`config.mk`:
```
export PLATFORM = sky130hd
export DESIGN_NAME = race_game_ctrl_flat
export DESIGN_NICKNAME = d
export VERILOG_FILES = /design/src/rtl/race_pkg.sv /design/src/rtl/race_game_ctrl_if.sv /design/src/rtl/edge_rise_det.sv /design/src/rtl/race_game_ctrl.sv /design/src/flat_wrapper.sv
export SDC_FILE = /design/constraint.sdc
export NUM_CORES = 1
export LEC_CHECK = 0
export CAP_MARGIN = 20
export CORE_MARGIN = 8
export CORE_UTILIZATION = 40
export DETAILED_ROUTE_END_ITERATION = 12
export PLACE_DENSITY = 0.65
export SYNTH_ARGS = -nofsm -noshare
export SYNTH_HDL_FRONTEND = slang
export SYNTH_HIERARCHICAL = 1
export SYNTH_SLANG_ARGS = --single-unit
```
`constraint.sdc`:
```
create_clock -name clk -period 4.25 [get_ports clk]
set_clock_uncertainty 0.1 [all_clocks]
set_input_delay 0.85 -clock clk [delete_from_list [all_inputs] [get_ports clk]]
set_output_delay 0.85 -clock clk [all_outputs]
set_load 0.005 [all_outputs]
```
`src/rtl/race_pkg.sv`:
```
// Shared encodings and default tuning values for the race game controller.
package race_pkg;

   localparam int SCORE_W = 16;

   localparam int DEF_START_LIVES   = 3;
   localparam int DEF_INVULN_FRAMES = 120;
   localparam int DEF_SCORE_DIV     = 6;
   localparam int DEF_LEVEL_PTS     = 100;
   localparam int DEF_MAX_LEVEL     = 7;

   typedef enum logic [1:0] {
      IDLE = 2'd0,
      PLAY = 2'd1,
      HIT  = 2'd2,
      OVER = 2'd3
   } game_state_t;

endpackage

```
`src/rtl/race_game_ctrl_if.sv`:
```
// Game-event inputs and HUD/sprite/enemy outputs of the race game controller.
interface race_game_ctrl_if;
   import race_pkg::*;

   logic               collision;
   logic               frame_tick;
   logic               start_btn;
   logic [1:0]         state;
   logic [1:0]         lives;
   logic [SCORE_W-1:0] score;
   logic [2:0]         speed_level;
   logic               car_visible;
   logic               enemy_respawn;
   logic               game_over;

   modport master (
      output collision, frame_tick, start_btn,
      input  state, lives, score, speed_level, car_visible, enemy_respawn, game_over
   );

   modport slave (
      input  collision, frame_tick, start_btn,
      output state, lives, score, speed_level, car_visible, enemy_respawn, game_over
   );

endinterface

```
`src/rtl/edge_rise_det.sv`:
```
// Registers a level and flags the cycle where it goes from 0 to 1.
module edge_rise_det (
   input  logic clk,
   input  logic rst_n,
   input  logic din,
   output logic rise
);

   logic prev_reg;

   always_ff @(posedge clk or negedge rst_n) begin
      if (!rst_n) begin
         prev_reg <= 1'b0;
      end else begin
         prev_reg <= din;
      end
   end

   assign rise = din & ~prev_reg;

endmodule

```
`src/rtl/race_game_ctrl.sv`:
```
// Game-state controller: lives, score, speed level, post-hit invulnerability
// and enemy respawn requests, driven by collision edges and frame ticks.
module race_game_ctrl
   import race_pkg::*;
#(
   parameter int START_LIVES   = DEF_START_LIVES,
   parameter int INVULN_FRAMES = DEF_INVULN_FRAMES,
   parameter int SCORE_DIV     = DEF_SCORE_DIV,
   parameter int LEVEL_PTS     = DEF_LEVEL_PTS,
   parameter int MAX_LEVEL     = DEF_MAX_LEVEL
) (
   input logic             clk,
   input logic             rst_n,
   race_game_ctrl_if.slave bus
);

   localparam logic [SCORE_W-1:0] SCORE_MAX = '1;

   game_state_t        state_reg,       state_next;
   logic [1:0]         lives_reg,       lives_next;
   logic [SCORE_W-1:0] score_reg,       score_next;
   logic [2:0]         level_reg,       level_next;
   logic [15:0]        pts_reg,         pts_next;
   logic               level_step_reg,  level_step_next;
   logic [5:0]         div_reg,         div_next;
   logic [7:0]         inv_reg,         inv_next;
   logic               car_visible_reg, car_visible_next;
   logic               respawn_reg,     respawn_next;
   logic               over_reg,        over_next;

   logic hit;
   logic start_rise;
   logic score_wrap;
   logic [7:0] inv_dec;
   logic [7:0] inv_load;

   edge_rise_det u_col_edge (
      .clk   (clk),
      .rst_n (rst_n),
      .din   (bus.collision),
      .rise  (hit)
   );

   edge_rise_det u_start_edge (
      .clk   (clk),
      .rst_n (rst_n),
      .din   (bus.start_btn),
      .rise  (start_rise)
   );

   assign score_wrap = bus.frame_tick && (div_reg == 6'(SCORE_DIV - 1));
   assign inv_dec    = inv_reg - 8'd1;
   assign inv_load   = 8'(INVULN_FRAMES);

   always_ff @(posedge clk or negedge rst_n) begin
      if (!rst_n) begin
         state_reg       <= IDLE;
         lives_reg       <= 2'(START_LIVES);
         score_reg       <= '0;
         level_reg       <= '0;
         pts_reg         <= '0;
         level_step_reg  <= 1'b0;
         div_reg         <= '0;
         inv_reg         <= '0;
         car_visible_reg <= 1'b1;
         respawn_reg     <= 1'b0;
         over_reg        <= 1'b0;
      end else begin
         state_reg       <= state_next;
         lives_reg       <= lives_next;
         score_reg       <= score_next;
         level_reg       <= level_next;
         pts_reg         <= pts_next;
         level_step_reg  <= level_step_next;
         div_reg         <= div_next;
         inv_reg         <= inv_next;
         car_visible_reg <= car_visible_next;
         respawn_reg     <= respawn_next;
         over_reg        <= over_next;
      end
   end

   always_comb begin
      state_next       = state_reg;
      lives_next       = lives_reg;
      score_next       = score_reg;
      level_next       = level_reg;
      pts_next         = pts_reg;
      level_step_next  = 1'b0;
      div_next         = div_reg;
      inv_next         = inv_reg;
      car_visible_next = car_visible_reg;
      respawn_next     = 1'b0;
      over_next        = over_reg;

      // Speed level lags the score crossing by one cycle via the step flag.
      if (level_step_reg && (level_reg < 3'(MAX_LEVEL))) begin
         level_next = level_reg + 3'd1;
      end

      if ((state_reg == PLAY || state_reg == HIT) && bus.frame_tick) begin
         div_next = score_wrap ? 6'd0 : div_reg + 6'd1;
         if (score_wrap && score_reg != SCORE_MAX) begin
            score_next = score_reg + 1'b1;
            if (pts_reg == 16'(LEVEL_PTS - 1)) begin
               pts_next        = '0;
               level_step_next = 1'b1;
            end else begin
               pts_next = pts_reg + 16'd1;
            end
         end
      end

      case (state_reg)
         IDLE, OVER: begin
            if (start_rise) begin
               state_next       = PLAY;
               lives_next       = 2'(START_LIVES);
               score_next       = '0;
               level_next       = '0;
               pts_next         = '0;
               div_next         = '0;
               inv_next         = '0;
               car_visible_next = 1'b1;
               respawn_next     = 1'b1;
               over_next        = 1'b0;
            end
         end
         PLAY: begin
            if (hit) begin
               lives_next   = lives_reg - 2'd1;
               respawn_next = 1'b1;
               if (lives_reg == 2'd1) begin
                  state_next       = OVER;
                  over_next        = 1'b1;
                  car_visible_next = 1'b1;
               end else begin
                  state_next       = HIT;
                  inv_next         = inv_load;
                  car_visible_next = inv_load[2];
               end
            end
         end
         HIT: begin
            // Collisions are ignored here, including on the exit cycle.
            if (bus.frame_tick) begin
               inv_next = inv_dec;
               if (inv_dec == 8'd0) begin
                  state_next       = PLAY;
                  car_visible_next = 1'b1;
               end else begin
                  car_visible_next = inv_dec[2];
               end
            end
         end
         default: state_next = IDLE;
      endcase
   end

   assign bus.state         = state_reg;
   assign bus.lives         = lives_reg;
   assign bus.score         = score_reg;
   assign bus.speed_level   = level_reg;
   assign bus.car_visible   = car_visible_reg;
   assign bus.enemy_respawn = respawn_reg;
   assign bus.game_over     = over_reg;

endmodule

```
`src/flat_wrapper.sv`:
```
// flat-port wrapper written by rule: the top's interface ports become plain ports
module race_game_ctrl_flat import race_pkg::*;
#(
   parameter int START_LIVES   = DEF_START_LIVES,
   parameter int INVULN_FRAMES = DEF_INVULN_FRAMES,
   parameter int SCORE_DIV     = DEF_SCORE_DIV,
   parameter int LEVEL_PTS     = DEF_LEVEL_PTS,
   parameter int MAX_LEVEL     = DEF_MAX_LEVEL
)
  (clk, rst_n, bus_collision, bus_frame_tick, bus_start_btn, bus_state, bus_lives, bus_score, bus_speed_level, bus_car_visible, bus_enemy_respawn, bus_game_over);
  race_game_ctrl_if bus_i ();
  input logic clk;
  input logic rst_n;
  input wire logic [$bits(bus_i.collision)-1:0] bus_collision;
  input wire logic [$bits(bus_i.frame_tick)-1:0] bus_frame_tick;
  input wire logic [$bits(bus_i.start_btn)-1:0] bus_start_btn;
  output wire logic [$bits(bus_i.state)-1:0] bus_state;
  output wire logic [$bits(bus_i.lives)-1:0] bus_lives;
  output wire logic [$bits(bus_i.score)-1:0] bus_score;
  output wire logic [$bits(bus_i.speed_level)-1:0] bus_speed_level;
  output wire logic [$bits(bus_i.car_visible)-1:0] bus_car_visible;
  output wire logic [$bits(bus_i.enemy_respawn)-1:0] bus_enemy_respawn;
  output wire logic [$bits(bus_i.game_over)-1:0] bus_game_over;
  assign bus_i.collision = bus_collision;
  assign bus_i.frame_tick = bus_frame_tick;
  assign bus_i.start_btn = bus_start_btn;
  assign bus_state = bus_i.state;
  assign bus_lives = bus_i.lives;
  assign bus_score = bus_i.score;
  assign bus_speed_level = bus_i.speed_level;
  assign bus_car_visible = bus_i.car_visible;
  assign bus_enemy_respawn = bus_i.enemy_respawn;
  assign bus_game_over = bus_i.game_over;
  race_game_ctrl #(.START_LIVES(START_LIVES), .INVULN_FRAMES(INVULN_FRAMES), .SCORE_DIV(SCORE_DIV), .LEVEL_PTS(LEVEL_PTS), .MAX_LEVEL(MAX_LEVEL)) u_core (.clk(clk), .rst_n(rst_n), .bus(bus_i));
endmodule
```
==> summary.md <==
| Metric | Value |
|---|---|
| Status | complete, no violations |
| Final Cell Area | 3920 um^2 |
| HP Class | reg2reg |
| Drt drc | 0 |
| Die area | 11,600 um^2 |
| Post-synthesis sequential area ratio | 0.439 |
| Worst-Skew Late Latency | 0.33 ns |
| Worst-path fanout max | 35 |
| Power Density | 498 nW/um^2 |
| Ys flop type | dfrtp_1 |
| Worst IR drop on VDD | around 0.00037 V |
| Fin crit share | 0.751 |
| Mapped Avg Cell Area | 9.09 um^2 |
| Die H | 108 um |
| GRT overflow | 0 |
| Synth Register Bits | 59 |
| Post-route setup TNS | 0 ns |
| Worst setup EP type | flop |
| Initial core utilization | 0.412 |
| CTS tree | yes |
| Routability cong. | 0.819 |
| Via count | 2,903 |
| Synth cell types | 51 |
| Num rows | 33 |
| Layout cells sized above 1 | 0.0850 |
| # setup viols final | 0 |
| Final non-filler cell total | 505 |
| Total setup buffers inserted after CTS | 0 |
| Final Max Slew Viols | 0 |
| CTS Sinks | 59 |
| Relative slew slack | 0.445 |
| Clk Tree Root Cell | clkbuf_8 |
| Reg2reg setup slack | around 1.2 ns |
| Synth warnings | 6 |
| Worst r2r dst | u_core/pts_reg[13] |
| EDFF count, synth | 0 |
| Actual slew at the worst max-slew pin | roughly 0.83 ns |
| Critical path class | in2reg |
| Net Sw Power | 747 uW |
| Largest net degree at the start of global routing | 38 |
| Vias in the first global route | around 2,800 |
| Clk network pwr share | 0.248 |
| Hold depth | 1 |
| Leak | 0.00160 uW |
| Cts repair resizes | 0 |
| Layout net count | 410 |
| # diodes | 0 |
| Post-Syn Area | 3370 um^2 |
| Antenna Nets Post-Route | 0 |
| Cts bufs inserted | 9 |
| Initial antenna violation count | 0 |
| RSZ-0062 raised after global routing | false |
| DP HPWL | 5340 um |
| Placed inst area | around 3700 um^2 |
| R2R cell count | 7 |
| First-pass GRT wire length | 13,500 um |
| H-tree depth | 3 |
| Core Region | 8180 um^2 |
| Routed wire length | ~7900 um |
| Ports | 31 |
| Fin. Hold Viols | 0 |
| Hold slack | between 0.4 and 0.5 ns |
| Area growth syn-to-layout | 16.1% |
| RR Startpoint | u_core/bus.state[0] |
| Int Pwr | 1200 uW |
| GRT Util Overall | 0.143 |
| Hold path start | u_core/inv_reg[7] |
| CP Launch Type | input port |
| Initial DRC count | between 150 and 200 |
| Final min period | ~3.2 ns |
| Routed vias/inst | 5.75 |
| Sequential share of power | 0.391 |
| Drt first pass iters | 4 |
| Syn_nets | between 300 and 400 |
| I/O Buffers | 30 |
| Dpl cells | slightly below 500 |
| Hold Path Sink | u_core/inv_reg[7] |
| Sw frac | 0.383 |
| DIE WIDTH | 108 um |
| Max Cap Violations | 0 |
| Crit path required time | 4.40 ns |
| DR WL/cell | 15.6 um |
| Hold-fix buffers, CTS | 0 |
| CP arrival | 3.35 ns |
| Comb power frac | 0.361 |
| Async SR Flop Fraction | 1.00 |
| Mapped Cells | between 300 and 400 |
| Clock slew seen by the registers of the worst setup and hold paths | 0.07 ns |
| FMAX | 313 MHz |
| CTS Buffer Depth | 2 |
metal layers:
layer | share of wire | GRT usage | routed length (um)
met1 | 0.48 | 0.184 | 3750
met2 | 0.46 | 0.219 | 3610
met3 | 0.047 | 0.0341 | 373
met4 | 0.016 | 0.0664 | 123
met5 | 0 | 0 | 0
metrics by stage:
stage	utilization	total power [uW]	setup WS, ns
after global placement	0.456	1460	0.844
after CTS	0.479	1970	1.08
after floorplan	-	1260	1.91
after global routing	0.479	2090	0.829
final	0.479	1950	1.06
after detailed placement	0.456	1470	0.770
how the worst max path moves through the flow:
| stage | startpoint | cells after the start | slack [ns] | end |
|---|---|---|---|---|
| finish | bus_frame_tick | 6 | 1.06 | u_core/pts_reg[13] |
| CTS | bus_frame_tick | 6 | 1.08 | u_core/pts_reg[13] |
| floorplan | bus_frame_tick | 7 | 1.91 | u_core/bus.score[13] |
| global route | u_core/bus.state[0] | 7 | 0.83 | u_core/pts_reg[10] |
| global placement | bus_frame_tick | 6 | 0.84 | u_core/pts_reg[14] |
| detailed placement | bus_frame_tick | 6 | 0.77 | u_core/pts_reg[3] |
critical path, stage by stage:
cell and delay [ns]:
clkdlybuf4s50_1 0.51, nor2b_1 0.48, nand4_2 0.39, a21o_4 0.42, or4_1 0.54, a21oi_1 0.15
Yosys cell counts (2+ instances only):
| library cell | n | area share |
|---|---|---|
| o31ai_1 | 13 | 0.029 |
| buf_2 | 5 | 0.0074 |
| a31oi_1 | 8 | 0.015 |
| nand2b_1 | 2 | 0.0037 |
| nor3_1 | 5 | 0.0074 |
| o211ai_1 | 4 | 0.0089 |
| nor2_1 | 26 | 0.029 |
| dfstp_2 | 3 | 0.023 |
| inv_1 | 16 | 0.018 |
| xor2_1 | 4 | 0.010 |
| and2_1 | 2 | 0.0037 |
| or4_1 | 11 | 0.024 |
| nor2b_4 | 2 | 0.0082 |
| o21ai_0 | 23 | 0.034 |
| nor2_2 | 2 | 0.0037 |
| a211oi_1 | 5 | 0.011 |
| clkbuf_1 | 12 | 0.013 |
| or3_1 | 7 | 0.013 |
| xnor2_1 | 9 | 0.023 |
| and4_1 | 2 | 0.0052 |
| dfrtp_1 | 56 | 0.42 |
| ha_1 | 10 | 0.037 |
| o41ai_1 | 2 | 0.0052 |
| nand2_1 | 36 | 0.040 |
| and3_1 | 2 | 0.0037 |
| mux2i_1 | 8 | 0.024 |
| or2_2 | 2 | 0.0037 |
| nor4_1 | 12 | 0.022 |
| nand4_1 | 12 | 0.022 |
| nor4b_1 | 2 | 0.0052 |
| nand3_1 | 15 | 0.022 |
| a21oi_1 | 29 | 0.043 |
| and4b_1 | 2 | 0.0059 |
| nor2b_1 | 5 | 0.0093 |
final cells by class:
cell class	count	area (um^2)
Multi-Input combinational cell	277	1750
Timing Repair Buffer	32	310
Fill cell	777	4260
Tap cell	105	131
Clock inverter	4	23.8
Sequential cell	59	1480
Clock buffer	12	165
Inverter	16	60.1
layout by cell type (no fill, tap or decap), types with 5 or more instances in the layout:
cell type	instances
xnor2_1	9
clkbuf_8	12
dfrtp_1	56
nor2_1	26
nand2_1	36
nor2b_1	5
or4_1	11
mux2i_1	8
clkdlybuf4s50_1	29
ha_1	10
nand4_1	12
o31ai_1	13
nor3_1	5
a21oi_1	29
nor4_1	12
a31oi_1	8
or3_1	7
a211oi_1	5
inv_1	16
o21ai_0	23
nand3_1	15
logic make-up (layout without fill, tap and decap cells):
kind of cell    count (synthesis)  count (layout)  share of synthesized area
compound gates                 94              94                      0.174
flops                          59              59                      0.439
simple gates                  151             151                      0.246
mux                             9               9                     0.0271
buf+inv                        35              64                     0.0434
xor+xnor                       13              13                     0.0338
fa+ha+maj                      10              10                     0.0371
power by group through the flow:
stage / Sequential, uW / Combinational, uW / Clock [uW]
after CTS: 763 / 707 / 496
after global routing: 779 / 794 / 519
final: 763 / 704 / 483
after detailed placement: 771 / 699 / 0
after floorplan: 744 / 516 / 0
after global placement: 771 / 685 / 0
(Power assumes the default switching activity.)
